==> src/rtl/resource_arbiter.sv <==
// resource_arbiter
// Round-robin owner selection in front of one shared fixed-latency resource.
// An owner-tag shift pipeline, as deep as the resource latency, routes each
// result back to the requester that issued the matching operand.
module resource_arbiter #(
   parameter int NUM_REQ  = 4,
   parameter int DATA_W   = 32,
   parameter int RES_LAT  = 2,
   parameter int MAX_HOLD = 8
) (
   input  logic                      clk,
   input  logic                      reset,
   input  logic                      flush,
   input  logic [NUM_REQ-1:0]        req,
   input  logic [NUM_REQ*DATA_W-1:0] req_data,
   output logic [NUM_REQ-1:0]        grant,
   output logic                      res_in_valid,
   output logic [DATA_W-1:0]         res_in_data,
   input  logic                      res_out_valid,
   input  logic [DATA_W-1:0]         res_out_data,
   output logic [NUM_REQ-1:0]        resp_valid,
   output logic [DATA_W-1:0]         resp_data,
   output logic                      busy,
   output logic                      err_orphan
);

   localparam int PTR_W  = $clog2(NUM_REQ);
   localparam int HOLD_W = $clog2(MAX_HOLD + 1);

   typedef enum logic [0:0] {
      ST_IDLE  = 1'b0,
      ST_OWNED = 1'b1
   } state_t;

   // Next requester index with explicit wrap, so non-power-of-2 counts work.
   function automatic logic [PTR_W-1:0] ptr_inc(input logic [PTR_W-1:0] p);
      if (p == PTR_W'(NUM_REQ - 1)) begin
         return {PTR_W{1'b0}};
      end else begin
         return p + PTR_W'(1);
      end
   endfunction

   // One-hot vector for a requester index.
   function automatic logic [NUM_REQ-1:0] onehot(input logic [PTR_W-1:0] idx);
      return {{(NUM_REQ-1){1'b0}}, 1'b1} << idx;
   endfunction

   state_t               state_r;
   state_t               state_nxt_s;
   logic [PTR_W-1:0]     rr_ptr_r;
   logic [PTR_W-1:0]     rr_ptr_nxt_s;
   logic [PTR_W-1:0]     owner_r;
   logic [PTR_W-1:0]     owner_nxt_s;
   logic [HOLD_W-1:0]    hold_cnt_r;
   logic [HOLD_W-1:0]    hold_cnt_nxt_s;
   logic [NUM_REQ-1:0]   grant_r;
   logic [NUM_REQ-1:0]   grant_nxt_s;
   logic [PTR_W-1:0]     winner_s;
   logic                 winner_found_s;
   logic                 owner_req_s;
   logic                 issue_s;
   logic                 hold_last_s;
   logic [DATA_W-1:0]    owner_data_s;
   logic [RES_LAT-1:0]   tag_vld_r;
   logic [PTR_W-1:0]     tag_own_r [RES_LAT];
   logic                 last_vld_s;
   logic [PTR_W-1:0]     last_own_s;
   logic [NUM_REQ-1:0]   resp_valid_r;
   logic [DATA_W-1:0]    resp_data_r;
   logic                 err_orphan_r;

   // Round-robin search: first set request at or above rr_ptr, wrapping.
   always_comb begin
      logic [PTR_W-1:0] idx_v;
      winner_s       = rr_ptr_r;
      winner_found_s = 1'b0;
      idx_v          = rr_ptr_r;
      for (int k = 0; k < NUM_REQ; k++) begin
         if (!winner_found_s && req[idx_v]) begin
            winner_s       = idx_v;
            winner_found_s = 1'b1;
         end else begin
            winner_s       = winner_s;
         end
         idx_v = ptr_inc(idx_v);
      end
   end

   // Select the current owner's operand.
   always_comb begin
      owner_data_s = {DATA_W{1'b0}};
      for (int i = 0; i < NUM_REQ; i++) begin
         if (owner_r == PTR_W'(i)) begin
            owner_data_s = req_data[i*DATA_W +: DATA_W];
         end else begin
            owner_data_s = owner_data_s;
         end
      end
   end

   // Issue is combinational so the resource sees the operand in the same
   // cycle the owner still requests; reset and flush suppress it.
   assign owner_req_s = req[owner_r];
   assign issue_s     = (state_r == ST_OWNED) && owner_req_s && reset && !flush;
   assign hold_last_s = (hold_cnt_r == HOLD_W'(MAX_HOLD - 1));

   // Next-state logic: grant from IDLE, hold/release in OWNED, flush abort.
   always_comb begin
      state_nxt_s    = state_r;
      owner_nxt_s    = owner_r;
      rr_ptr_nxt_s   = rr_ptr_r;
      hold_cnt_nxt_s = hold_cnt_r;
      grant_nxt_s    = grant_r;
      if (flush) begin
         state_nxt_s    = ST_IDLE;
         grant_nxt_s    = {NUM_REQ{1'b0}};
         hold_cnt_nxt_s = {HOLD_W{1'b0}};
         if (state_r == ST_OWNED) begin
            rr_ptr_nxt_s = ptr_inc(owner_r);
         end else begin
            rr_ptr_nxt_s = rr_ptr_r;
         end
      end else begin
         case (state_r)
            ST_IDLE: begin
               if (winner_found_s) begin
                  state_nxt_s    = ST_OWNED;
                  owner_nxt_s    = winner_s;
                  grant_nxt_s    = onehot(winner_s);
                  hold_cnt_nxt_s = {HOLD_W{1'b0}};
               end else begin
                  state_nxt_s    = ST_IDLE;
               end
            end
            ST_OWNED: begin
               if (!owner_req_s || hold_last_s) begin
                  // Owner stopped requesting or used its last allowed issue.
                  state_nxt_s    = ST_IDLE;
                  grant_nxt_s    = {NUM_REQ{1'b0}};
                  rr_ptr_nxt_s   = ptr_inc(owner_r);
                  hold_cnt_nxt_s = {HOLD_W{1'b0}};
               end else begin
                  hold_cnt_nxt_s = hold_cnt_r + HOLD_W'(1);
               end
            end
            default: begin
               state_nxt_s    = ST_IDLE;
               grant_nxt_s    = {NUM_REQ{1'b0}};
               hold_cnt_nxt_s = {HOLD_W{1'b0}};
            end
         endcase
      end
   end

   // Arbiter state registers.
   always_ff @(posedge clk) begin
      if (!reset) begin
         state_r    <= ST_IDLE;
         owner_r    <= {PTR_W{1'b0}};
         rr_ptr_r   <= {PTR_W{1'b0}};
         hold_cnt_r <= {HOLD_W{1'b0}};
         grant_r    <= {NUM_REQ{1'b0}};
      end else begin
         state_r    <= state_nxt_s;
         owner_r    <= owner_nxt_s;
         rr_ptr_r   <= rr_ptr_nxt_s;
         hold_cnt_r <= hold_cnt_nxt_s;
         grant_r    <= grant_nxt_s;
      end
   end

   // Owner-tag shift pipeline aligned with the resource latency.
   always_ff @(posedge clk) begin
      if (!reset) begin
         tag_vld_r <= {RES_LAT{1'b0}};
         for (int i = 0; i < RES_LAT; i++) begin
            tag_own_r[i] <= {PTR_W{1'b0}};
         end
      end else begin
         tag_vld_r[0] <= issue_s && !flush;
         tag_own_r[0] <= owner_r;
         for (int i = 1; i < RES_LAT; i++) begin
            tag_vld_r[i] <= tag_vld_r[i-1] && !flush;
            tag_own_r[i] <= tag_own_r[i-1];
         end
      end
   end

   assign last_vld_s = tag_vld_r[RES_LAT-1];
   assign last_own_s = tag_own_r[RES_LAT-1];

   // Route results to their owner; flag results without a matching tag.
   always_ff @(posedge clk) begin
      if (!reset) begin
         resp_valid_r <= {NUM_REQ{1'b0}};
         resp_data_r  <= {DATA_W{1'b0}};
         err_orphan_r <= 1'b0;
      end else begin
         if (!flush && res_out_valid && last_vld_s) begin
            resp_valid_r <= onehot(last_own_s);
            resp_data_r  <= res_out_data;
         end else begin
            resp_valid_r <= {NUM_REQ{1'b0}};
            resp_data_r  <= resp_data_r;
         end
         if (res_out_valid && !last_vld_s) begin
            err_orphan_r <= 1'b1;
         end else begin
            err_orphan_r <= err_orphan_r;
         end
      end
   end

   assign grant        = grant_r;
   assign res_in_valid = issue_s;
   assign res_in_data  = issue_s ? owner_data_s : {DATA_W{1'b0}};
   assign resp_valid   = resp_valid_r;
   assign resp_data    = resp_data_r;
   assign busy         = (state_r == ST_OWNED) || (|tag_vld_r);
   assign err_orphan   = err_orphan_r;

endmodule

==> config.mk <==
export PLATFORM = sky130hd
export DESIGN_NAME = resource_arbiter
export DESIGN_NICKNAME = d
export VERILOG_FILES = /design/src/rtl/resource_arbiter.sv
export SDC_FILE = /design/constraint.sdc
export NUM_CORES = 1
export LEC_CHECK = 0
export ABC_AREA = 1
export CORE_UTILIZATION = 39
export DETAILED_ROUTE_END_ITERATION = 7
export PLACE_DENSITY = 0.87
export SLEW_MARGIN = 20
export SYNTH_ARGS = -nofsm -noshare
export SYNTH_HDL_FRONTEND = slang
export SYNTH_SLANG_ARGS = --single-unit
==> constraint.sdc <==
create_clock -name clk -period 4.49 [get_ports clk]
set_clock_uncertainty 0.2 [all_clocks]
set_input_delay 0.898 -clock clk [delete_from_list [all_inputs] [get_ports clk]]
set_output_delay 0.898 -clock clk [all_outputs]
set_load 0.03 [all_outputs]
==> results of run 1 <==
-- final timing paths --
check / to / slack [ns] / cells past startpoint / from
max: res_in_data[30] / 0.52 / 9 / req[2]
min: tag_own_r[0][3] / 0.22 / 2 / tag_own_r[0][1]
max reg2reg: hold_cnt_r[2] / 2.03 / 10 / rr_ptr_r[0]
min reg2reg: tag_own_r[0][3] / 0.22 / 2 / tag_own_r[0][1]
-- routing by layer --
| layer | vias up | part of all wire | track usage |
|---|---|---|---|
| met5 | - | 0 | 0 |
| met4 | 0 | 0.039 | 0.1332 |
| met3 | 46 | 0.067 | 0.06738 |
| met2 | 196 | 0.53 | 0.5341 |
| met1 | 2161 | 0.37 | 0.2796 |
| li1 | 2320 | - | - |
-- worst max-delay path, delay by kind of cell --
family | cells | cell delay (ns)
AOI/OAI and AO/OA | 2 | 0.57
and+or+nand+nor | 3 | 0.37
buffers and inverters | 4 | 1.03
-- power by group --
| group | leakage [nW] | internal (mW) | switching, mW | total [mW] |
|---|---|---|---|---|
| Clock | 0.0503 | 0.138 | 0.151 | 0.289 |
| Sequential | 0.453 | 0.512 | 0.0155 | 0.528 |
| Combinational | 2.06 | 0.319 | 0.426 | 0.745 |
-- synthesized netlist by cell type --
master	number
a211oi_1	34
a211oi_2	1
a21oi_1	44
a31oi_1	2
buf_2	5
buf_6	1
clkbuf_1	31
clkinv_1	3
dfxtp_1	56
ha_1	6
inv_1	29
inv_2	3
inv_4	1
inv_8	1
nand2_1	101
nand2_2	15
nand2_4	6
nand3_1	31
nand3_2	2
nand3b_1	2
nor2_1	108
nor2_2	1
nor2_4	1
nor2_8	2
nor3_1	2
o211ai_1	24
o21ai_0	45
o21ai_1	4
xnor2_1	1
-- per-stage QoR --
stage,std cells,setup WS [ns],utilization
floorplan,562,1.023,-
global placement,884,0.6248,0.6806
detailed placement,884,0.5238,0.6806
CTS,891,0.5211,0.6914
global route,891,0.3316,0.6914
finish,891,0.5203,0.6914
-- logic make-up after synthesis --
group                      share of synthesized area
AOI/OAI and AO/OA                             0.2546
xor gates and xnor gates                    0.002409
adders and majority gates                    0.02065
buffers and inverters                        0.08293
DFF                                           0.3083
and+or+nand+nor                               0.3310
-- state kept, by name, summed over array words and instances, names as in the netlist --
signal,cells
owner_r,2
resp_valid,4
hold_cnt_r,4
resp_data,32
tag_vld_r,2
err_orphan,1
state_r,1
tag_own_r,4
grant,4
rr_ptr_r,2
-- cell type report --
cell class	count	area, um^2	area share
Inverter	37	148.9	0.02422
Clock buffer	7	96.34	0.01567
Multi-Input combinational cell	432	2213	0.3601
Sequential cell	56	1121	0.1824
Tap cell	108	135.1	0.02198
Timing Repair Buffer	251	2432	0.3957
==> impl_metrics.prom, run 1 <==
# TYPE chip_impl_metric gauge
chip_impl_info{name="mostFrequentLayoutCells",value="clkdlybuf4s50_1 (209), nor2_1 (108), nand2_1 (101)"} 1
chip_impl_info{name="timing.critical_path.slowest_stage_cell",value="clkdlybuf4s50_1"} 1
chip_impl_metric{name="power_leakage",unit="nW"} 2.565
chip_impl_metric{name="postSynthCellCount",unit=""} 562
chip_impl_metric{name="filler_cell_count",unit=""} 737
chip_impl_metric{name="numCtsBuffers",unit=""} 5
chip_impl_metric{name="post-route-cell-area",unit="mm^2"} 0.006147
chip_impl_metric{name="h-tree-depth",unit=""} 2
chip_impl_info{name="cell_chain_of_the_critical_path",value="clkdlybuf4s50_1 -> inv_1 -> o21ai_0 -> nand2_1 -> nor2_1 -> nand2_1 -> buf_4 -> a211oi_1 -> buf_12"} 1
chip_impl_metric{name="power",unit="mW"} 1.562
chip_impl_metric{name="maxSlewHeadroom",unit=""} 0.3986
chip_impl_metric{name="timing_hold_violations_final",unit=""} 0
chip_impl_metric{name="rd_place_congestion",unit=""} 0.9659
chip_impl_metric{name="drive_gt1_frac",unit=""} 0.1047
chip_impl_metric{name="tns",unit="ns"} 0
chip_impl_metric{name="timing.critical_path.slowest_cell_delay",unit="ns"} 0.56
chip_impl_metric{name="maxSlewViolCount",unit=""} 0
chip_impl_metric{name="overall_via_count_from_detail_route",unit=""} 4723
chip_impl_metric{name="core-area",unit="mm^2"} 0.008891
chip_impl_metric{name="netlist.area_leader.share",unit=""} 0.3083
chip_impl_metric{name="initial_antenna_violation_count",unit=""} 0
chip_impl_metric{name="initial_utilization",unit=""} 0.4090
chip_impl_metric{name="wl",unit="um"} 13880
chip_impl_metric{name="drcViolationCount",unit=""} 0
chip_impl_info{name="grt_setup_unrepaired",value="no"} 1
chip_impl_metric{name="port_buffers",unit=""} 242
chip_impl_metric{name="final-setup-viol-count",unit=""} 0
chip_impl_metric{name="postRouteAntennaNets",unit=""} 0
chip_impl_metric{name="first_global_vias",unit=""} 4608
chip_impl_info{name="end_kind",value="output port"} 1
chip_impl_metric{name="track_usage",unit=""} 0.2779
chip_impl_metric{name="grt_start_max_net_pins",unit=""} 56
chip_impl_info{name="synth.area.top_cells",value="dfxtp_1 (31%), nor2_1 (11%), nand2_1 (10%), a211oi_1 (7.0%), o21ai_0 (6.2%)"} 1
chip_impl_metric{name="vias_per_cell",unit=""} 5.301
chip_impl_metric{name="die_width",unit="um"} 98.56
chip_impl_metric{name="drt_first_iter_violations",unit=""} 144
chip_impl_metric{name="mappedNetlistArea",unit="mm^2"} 0.003636
chip_impl_metric{name="final_critical_path_time_including_i_o_delays_and_setup",unit="ns"} 3.970
chip_impl_info{name="cts_root_buf",value="clkbuf_8"} 1
chip_impl_info{name="outcome",value="completed"} 1
chip_impl_metric{name="cts_max_path_buffers",unit=""} 2
chip_impl_metric{name="post_cts_resize_count",unit=""} 0
chip_impl_metric{name="rows",unit=""} 34
chip_impl_metric{name="yosys_register_bits",unit=""} 56
chip_impl_info{name="layout.cells.most_common",value="clkdlybuf4s50_1"} 1
chip_impl_info{name="cts_tree",value="done"} 1
chip_impl_metric{name="worst_skew_pair.late_latency",unit="ns"} 0.30
chip_impl_metric{name="ir_worst_vdd",unit="mV"} 0.1191
chip_impl_metric{name="wl_per_cell",unit="um"} 15.57
chip_impl_metric{name="final.hold.worst_slack",unit="ns"} 0.2208
chip_impl_metric{name="insertedDiodeCount",unit=""} 0
chip_impl_metric{name="synth.lib_cells_used.distinct",unit=""} 29
chip_impl_metric{name="dpl_cell_area",unit="mm^2"} 0.006051
chip_impl_metric{name="syn_avg_cell_area",unit="um^2"} 6.470
chip_impl_metric{name="synth_seq_area_share",unit=""} 0.3083
chip_impl_metric{name="nNetsFinal",unit=""} 957
chip_impl_metric{name="critical_path_peak_fanout",unit=""} 22
chip_impl_metric{name="clock_slew_seen_by_the_registers_of_the_worst_setup_and_hold_paths",unit="ns"} 0.08
chip_impl_metric{name="setup_bufs_post_cts",unit=""} 0
chip_impl_metric{name="hpwlAfterDp",unit="um"} 10970
chip_impl_metric{name="max_freq",unit="MHz"} 251.9
chip_impl_info{name="timing.critical_path.mode_cell",value="nand2_1"} 1
chip_impl_info{name="critical_path_class",value="input port to output port"} 1
chip_impl_metric{name="arrival",unit="ns"} 2.87
chip_impl_metric{name="powerDensity",unit="mW/mm^2"} 254.1
chip_impl_metric{name="synth_fp_nets",unit=""} 736
chip_impl_metric{name="drt_pass1_iterations",unit=""} 4
chip_impl_metric{name="min_period_over_period",unit=""} 0.8841
chip_impl_info{name="yosysTopAreaCell",value="dfxtp_1"} 1
chip_impl_metric{name="cts_hold_repair.buffers",unit=""} 0
chip_impl_info{name="min_path_type",value="flop to flop"} 1
chip_impl_metric{name="die_h",unit="um"} 98.56
chip_impl_metric{name="tightest_slew",unit="ns"} 0.8966
chip_impl_metric{name="global_route.overflow_total",unit=""} 0
chip_impl_info{name="timing.critical_path.from_type",value="input port"} 1
chip_impl_metric{name="design.portCount",unit=""} 243
chip_impl_metric{name="yosysWarnings",unit=""} 0
chip_impl_metric{name="syn_to_final_growth",unit="%"} 69.06
chip_impl_metric{name="design.die.area",unit="mm^2"} 0.009713
chip_impl_metric{name="cts_sinks",unit=""} 56
chip_impl_metric{name="data_required_critical_path",unit="ns"} 3.39
chip_impl_metric{name="grt_pass1_wl",unit="um"} 21660
chip_impl_metric{name="max_cap_violation_count",unit=""} 0
(Power assumes the default switching activity.)
==> inputs of run 2 (changes only) <==
- CAP_MARGIN: default -> 20
- GPL_ROUTABILITY_DRIVEN: default -> 0
==> impl_metrics.prom, run 2 (same netlist as run 1, synthesis figures left out) <==
# TYPE chip_impl_metric gauge
chip_impl_info{name="timing.critical_path.slowest_stage_cell",value="clkdlybuf4s50_1"} 1
chip_impl_metric{name="cts_hold_repair.buffers",unit=""} 0
chip_impl_metric{name="ff2ff_setup_slack",unit="ns"} 2.04
chip_impl_metric{name="syn_to_final_growth",unit="%"} 69.00
chip_impl_info{name="cp-endpoint",value="res_in_data[30]"} 1
chip_impl_metric{name="powerDensity",unit="mW/mm^2"} 254.0
chip_impl_metric{name="setup_bufs_post_cts",unit=""} 0
chip_impl_metric{name="post_layout_nonfiller_instances",unit=""} 892
chip_impl_metric{name="tns",unit="ns"} 0
chip_impl_metric{name="first_global_vias",unit=""} 4627
chip_impl_metric{name="timing_hold_violations_final",unit=""} 0
chip_impl_info{name="layout.cells.most_common",value="clkdlybuf4s50_1"} 1
chip_impl_metric{name="core-area",unit="mm^2"} 0.008891
chip_impl_info{name="r2r_start",value="rr_ptr_r[0]"} 1
chip_impl_metric{name="track_usage",unit=""} 0.2792
chip_impl_metric{name="cp.buffers_inverters",unit=""} 4
chip_impl_metric{name="swShare",unit=""} 0.3864
chip_impl_metric{name="final_critical_path_time_including_i_o_delays_and_setup",unit="ns"} 4.016
chip_impl_metric{name="data_required_critical_path",unit="ns"} 3.39
chip_impl_metric{name="clock_slew_seen_by_the_registers_of_the_worst_setup_and_hold_paths",unit="ns"} 0.09
chip_impl_info{name="outcome",value="completed"} 1
chip_impl_info{name="timing.critical_path.mode_cell",value="nand2_1"} 1
chip_impl_metric{name="numCtsBuffers",unit=""} 5
chip_impl_metric{name="cellInternalPower",unit="mW"} 0.9577
chip_impl_metric{name="final-setup-viol-count",unit=""} 0
chip_impl_metric{name="multi_input_comb_area",unit="mm^2"} 0.002213
chip_impl_metric{name="timing.critical_path.depth",unit=""} 9
chip_impl_metric{name="die_width",unit="um"} 98.56
chip_impl_metric{name="nNetsFinal",unit=""} 957
chip_impl_metric{name="initial_utilization",unit=""} 0.4090
chip_impl_metric{name="grt_pass1_wl",unit="um"} 21800
chip_impl_metric{name="arrival",unit="ns"} 2.92
chip_impl_metric{name="hpwlAfterDp",unit="um"} 11280
chip_impl_metric{name="layout.area.seq",unit="mm^2"} 0.001121
chip_impl_metric{name="drt_pass1_iterations",unit=""} 4
chip_impl_metric{name="power",unit="mW"} 1.561
chip_impl_metric{name="global_route.overflow_total",unit=""} 0
chip_impl_info{name="cts_tree",value="done"} 1
chip_impl_info{name="critical_path_class",value="input port to output port"} 1
chip_impl_info{name="mostFrequentLayoutCells",value="clkdlybuf4s50_1 (209), nor2_1 (108), nand2_1 (101)"} 1
chip_impl_metric{name="post_cts_resize_count",unit=""} 0
chip_impl_metric{name="min_period_over_period",unit=""} 0.8945
chip_impl_metric{name="critical_path_peak_fanout",unit=""} 22
chip_impl_metric{name="maxSlewViolCount",unit=""} 0
chip_impl_info{name="worst_path_dominant_cell_family",value="buffers and inverters"} 1
chip_impl_info{name="end_kind",value="output port"} 1
chip_impl_info{name="grt_setup_unrepaired",value="no"} 1
chip_impl_metric{name="design.die.area",unit="mm^2"} 0.009713
chip_impl_metric{name="wl",unit="um"} 14020
chip_impl_info{name="timing.critical_path.from_type",value="input port"} 1
chip_impl_metric{name="power_switching",unit="mW"} 0.6031
chip_impl_metric{name="rows",unit=""} 34
chip_impl_metric{name="initial_antenna_violation_count",unit=""} 0
chip_impl_metric{name="wl_per_cell",unit="um"} 15.72
chip_impl_metric{name="die_h",unit="um"} 98.56
chip_impl_info{name="worst_setup_path_startpoint",value="req[2]"} 1
chip_impl_metric{name="cts_max_path_buffers",unit=""} 2
chip_impl_metric{name="drt_first_iter_violations",unit=""} 222
chip_impl_metric{name="max_cap_violation_count",unit=""} 0
chip_impl_metric{name="largest_register_ff_count",unit=""} 32
chip_impl_metric{name="drcViolationCount",unit=""} 0
chip_impl_metric{name="worst_skew_pair.late_latency",unit="ns"} 0.30
chip_impl_metric{name="cts_sinks",unit=""} 56
chip_impl_metric{name="maxSlewHeadroom",unit=""} 0.4070
chip_impl_metric{name="max_freq",unit="MHz"} 249.0
chip_impl_metric{name="power_leakage",unit="nW"} 2.559
chip_impl_metric{name="p_clk_frac",unit=""} 0.178
chip_impl_metric{name="timing.critical_path.slowest_cell_delay",unit="ns"} 0.56
chip_impl_metric{name="h-tree-depth",unit=""} 2
chip_impl_metric{name="overall_via_count_from_detail_route",unit=""} 4750
chip_impl_metric{name="vias_per_cell",unit=""} 5.325
chip_impl_metric{name="postRouteAntennaNets",unit=""} 0
chip_impl_metric{name="design.portCount",unit=""} 243
chip_impl_metric{name="combinationalPowerShare",unit=""} 0.483
chip_impl_metric{name="insertedDiodeCount",unit=""} 0
chip_impl_metric{name="power.sequential.fraction",unit=""} 0.339
chip_impl_metric{name="port_buffers",unit=""} 242
chip_impl_metric{name="filler_cell_count",unit=""} 712
chip_impl_metric{name="grt_start_max_net_pins",unit=""} 56
chip_impl_metric{name="drive_gt1_frac",unit=""} 0.1046
chip_impl_metric{name="ir_worst_vdd",unit="mV"} 0.1397
chip_impl_metric{name="tightest_slew",unit="ns"} 0.8895
chip_impl_info{name="worst_reg2reg_endpoint",value="owner_r[1]"} 1
chip_impl_info{name="min_path_type",value="flop to flop"} 1
chip_impl_metric{name="dp.cells",unit=""} 884
chip_impl_metric{name="timing.reg2reg.worst_path_depth",unit=""} 13
chip_impl_info{name="cell_chain_of_the_critical_path",value="clkdlybuf4s50_1 -> inv_1 -> o21ai_0 -> nand2_1 -> nor2_1 -> nand2_1 -> buf_4 -> a211oi_1 -> buf_12"} 1
chip_impl_info{name="cts_root_buf",value="clkbuf_8"} 1
==> run 2: changes by cell type in the layout (fill, tap and decap cells not counted), sizes merged <==
cell,change
clkinvlp,+1
==> run 2: stage by stage <==
stage / setup slack (ns) / utilization / hold WS (ns) / area, um^2
after floorplan: 1.023 / - / 0.1905 / 3636
after global placement: 0.6252 / 0.6806 / 0.1946 / 6051
after detailed placement: 0.4922 / 0.6806 / 0.2080 / 6051
after CTS: 0.4865 / 0.6911 / 0.2151 / 6145
after global routing: 0.2495 / 0.6911 / 0.2576 / 6145
final: 0.4739 / 0.6911 / 0.2167 / 6145
==> run 2: worst min-delay path, stage by stage, from the launching register on <==
cell and delay [ns]:
dfxtp_1 0.32, nand2_1 0.05, inv_1 0.04
==> run 2: final cells by class <==
| class | instances | share of cell area |
|---|---|---|
| Timing Repair Buffer | 251 | 0.3958 |
| Inverter | 37 | 0.02423 |
| Clock buffer | 7 | 0.01405 |
| Clock inverter | 1 | 0.001222 |
| Multi-Input combinational cell | 432 | 0.3602 |
| Sequential cell | 56 | 0.1824 |
| Tap cell | 108 | 0.02199 |
==> run 2: per-layer routing <==
metal | up-vias | global-route usage | wire, um
met5 | - | 0 | 0
met3 | 48 | 0.06170 | 985
met2 | 235 | 0.5325 | 7388
li1 | 2327 | - | -
met1 | 2140 | 0.2877 | 5004
met4 | 0 | 0.1343 | 642
==> run 2: how the worst min path moves through the flow <==
stage / startpoint / end / slack (ns) / cells past startpoint
CTS: tag_own_r[0][1] / tag_own_r[0][3] / 0.22 / 2
floorplan: tag_own_r[0][0] / tag_own_r[0][2] / 0.19 / 2
detailed placement: tag_own_r[0][1] / tag_own_r[0][3] / 0.21 / 2
global placement: tag_own_r[0][0] / tag_own_r[0][2] / 0.19 / 2
global route: tag_own_r[0][0] / tag_own_r[0][2] / 0.26 / 2
finish: tag_own_r[0][1] / tag_own_r[0][3] / 0.22 / 2
==> run 2: power by group through the flow <==
stage	clock (mW)	sequential, mW	combinational (mW)
6_report	0.278	0.529	0.754
5_1_grt	0.304	0.531	0.823
4_1_cts	0.287	0.529	0.749
3_5_place_dp	0	0.540	0.744
3_3_place_gp	0	0.539	0.726
2_1_floorplan	0	0.545	0.449
==> inputs of run 3 (changes only) <==
- RECOVER_POWER: default -> 50
==> impl_metrics.prom, run 3 (same netlist as run 1, synthesis figures left out) <==
# TYPE chip_impl_metric gauge
chip_impl_metric{name="largest_register_ff_count",unit=""} 32
chip_impl_metric{name="drt_first_iter_violations",unit=""} 193
chip_impl_metric{name="port_buffers",unit=""} 242
chip_impl_metric{name="initial_utilization",unit=""} 0.4090
chip_impl_metric{name="maxSlewHeadroom",unit=""} 0.1202
chip_impl_metric{name="rows",unit=""} 34
chip_impl_metric{name="track_usage",unit=""} 0.2792
chip_impl_metric{name="wl_per_cell",unit="um"} 15.71
chip_impl_metric{name="met3_wirelength",unit="um"} 1048
chip_impl_metric{name="hpwlAfterDp",unit="um"} 11280
chip_impl_metric{name="syn_to_final_growth",unit="%"} 68.27
chip_impl_info{name="cts_tree",value="done"} 1
chip_impl_metric{name="postRouteAntennaNets",unit=""} 0
chip_impl_info{name="route.top_layer_used",value="met4"} 1
chip_impl_metric{name="final-setup-viol-count",unit=""} 0
chip_impl_metric{name="place_worst_setup_slack",unit="ns"} 0.4922
chip_impl_metric{name="maxSlewViolCount",unit=""} 0
chip_impl_metric{name="die_width",unit="um"} 98.56
chip_impl_metric{name="setup_bufs_post_cts",unit=""} 0
chip_impl_metric{name="design.die.area",unit="mm^2"} 0.009713
chip_impl_metric{name="dp.cells",unit=""} 884
chip_impl_metric{name="ir_worst_vdd",unit="mV"} 0.1398
chip_impl_metric{name="initial_antenna_violation_count",unit=""} 0
chip_impl_metric{name="wl",unit="um"} 14010
chip_impl_metric{name="tightest_slew",unit="ns"} 1.320
chip_impl_metric{name="max_cap_violation_count",unit=""} 0
chip_impl_metric{name="final_critical_path_time_including_i_o_delays_and_setup",unit="ns"} 4.082
chip_impl_metric{name="powerDensity",unit="mW/mm^2"} 252.4
chip_impl_info{name="min_path_type",value="flop to flop"} 1
chip_impl_metric{name="design.portCount",unit=""} 243
chip_impl_metric{name="overall_via_count_from_detail_route",unit=""} 4760
chip_impl_metric{name="post_layout_nonfiller_instances",unit=""} 892
chip_impl_metric{name="max_freq",unit="MHz"} 245.0
chip_impl_metric{name="grt_pass1_wl",unit="um"} 21800
chip_impl_metric{name="timing_hold_violations_final",unit=""} 0
chip_impl_info{name="grt_setup_unrepaired",value="no"} 1
chip_impl_metric{name="cts_hold_repair.buffers",unit=""} 0
chip_impl_metric{name="wl_met1",unit="um"} 4917
chip_impl_info{name="timing.critical_path.from_type",value="input port"} 1
chip_impl_info{name="end_kind",value="output port"} 1
chip_impl_metric{name="h-tree-depth",unit=""} 2
chip_impl_metric{name="final.setup.worst_slack",unit="ns"} 0.4082
chip_impl_metric{name="nNetsFinal",unit=""} 957
chip_impl_metric{name="drcViolationCount",unit=""} 0
chip_impl_metric{name="cts_max_path_buffers",unit=""} 2
chip_impl_metric{name="worst_skew_pair.late_latency",unit="ns"} 0.30
chip_impl_metric{name="post_cts_resize_count",unit=""} 0
chip_impl_metric{name="power_leakage",unit="nW"} 2.688
chip_impl_metric{name="numCtsBuffers",unit=""} 5
chip_impl_metric{name="die_h",unit="um"} 98.56
chip_impl_metric{name="grt_start_max_net_pins",unit=""} 56
chip_impl_metric{name="tns",unit="ns"} 0
chip_impl_metric{name="arrival",unit="ns"} 2.98
chip_impl_info{name="outcome",value="completed"} 1
chip_impl_metric{name="insertedDiodeCount",unit=""} 0
chip_impl_metric{name="core-area",unit="mm^2"} 0.008891
chip_impl_metric{name="vias_per_cell",unit=""} 5.336
chip_impl_metric{name="critical_path_peak_fanout",unit=""} 22
chip_impl_metric{name="global_route.overflow_total",unit=""} 0
chip_impl_metric{name="cts_sinks",unit=""} 56
chip_impl_metric{name="drt_pass1_iterations",unit=""} 5
chip_impl_info{name="layout.cells.most_common",value="clkdlybuf4s50_1"} 1
chip_impl_metric{name="detailroute.wirelength.met2",unit="um"} 7479
chip_impl_info{name="mostFrequentLayoutCells",value="clkdlybuf4s50_1 (164), nor2_1 (110), nand2_1 (102)"} 1
chip_impl_metric{name="filler_cell_count",unit=""} 720
chip_impl_metric{name="data_required_critical_path",unit="ns"} 3.39
chip_impl_metric{name="drive_gt1_frac",unit=""} 0.09821
chip_impl_info{name="critical_path_class",value="input port to output port"} 1
chip_impl_info{name="cts_root_buf",value="clkbuf_8"} 1
chip_impl_metric{name="first_global_vias",unit=""} 4627
chip_impl_metric{name="min_period_over_period",unit=""} 0.9091
chip_impl_metric{name="clock_slew_seen_by_the_registers_of_the_worst_setup_and_hold_paths",unit="ns"} 0.09
-- run 3: final cells by class --
class	instances	area, um^2	area share
inverters	37	147.6	0.02413
well taps	108	135.1	0.02209
repair buffers	251	2429	0.3969
flip-flops and latches	56	1121	0.1832
clock buffers	7	86.33	0.01411
clock inverters	1	7.507	0.001227
multi-input cells	432	2192	0.3583
-- run 3: critical path, stage by stage --
cell,delay (ns)
dlygate4sd3_1,0.63
inv_1,0.08
o21ai_0,0.24
nand2_1,0.09
nor2_1,0.17
nand2_1,0.10
buf_4,0.22
a211oi_1,0.36
buf_12,0.18
-- run 3: report_power, final --
| group | switching [mW] | internal, mW |
|---|---|---|
| registers | 0.0157 | 0.512 |
| logic | 0.425 | 0.313 |
| clock network | 0.153 | 0.126 |
| total | 0.594 | 0.951 |
-- run 3: per-stage QoR --
step                      total power, mW  hold slack (ns)    util  cell area [um^2]
after floorplan                    0.9936           0.1905       -              3636
after global placement              1.265           0.1946  0.6806              6051
after detailed placement            1.284           0.2080  0.6806              6051
after CTS                           1.564           0.2151  0.6911              6145
after global routing                1.642           0.2576  0.6882              6118
final                               1.544           0.2170  0.6882              6118
-- run 3: layer usage --
metal  up-vias  global-route usage
li1       2327                   -
met1      2147              0.2877
met2       241              0.5325
met3        45             0.06170
met4         0              0.1343
met5         -                   0
-- run 3: final timing paths --
| path | start | cells past startpoint | slack (ns) | endpoint |
|---|---|---|---|---|
| min | tag_own_r[0][1] | 2 | 0.22 | tag_own_r[0][3] |
| max | req[2] | 9 | 0.41 | res_in_data[30] |
| max reg2reg | rr_ptr_r[0] | 13 | 1.49 | owner_r[1] |
| min reg2reg | tag_own_r[0][1] | 2 | 0.22 | tag_own_r[0][3] |
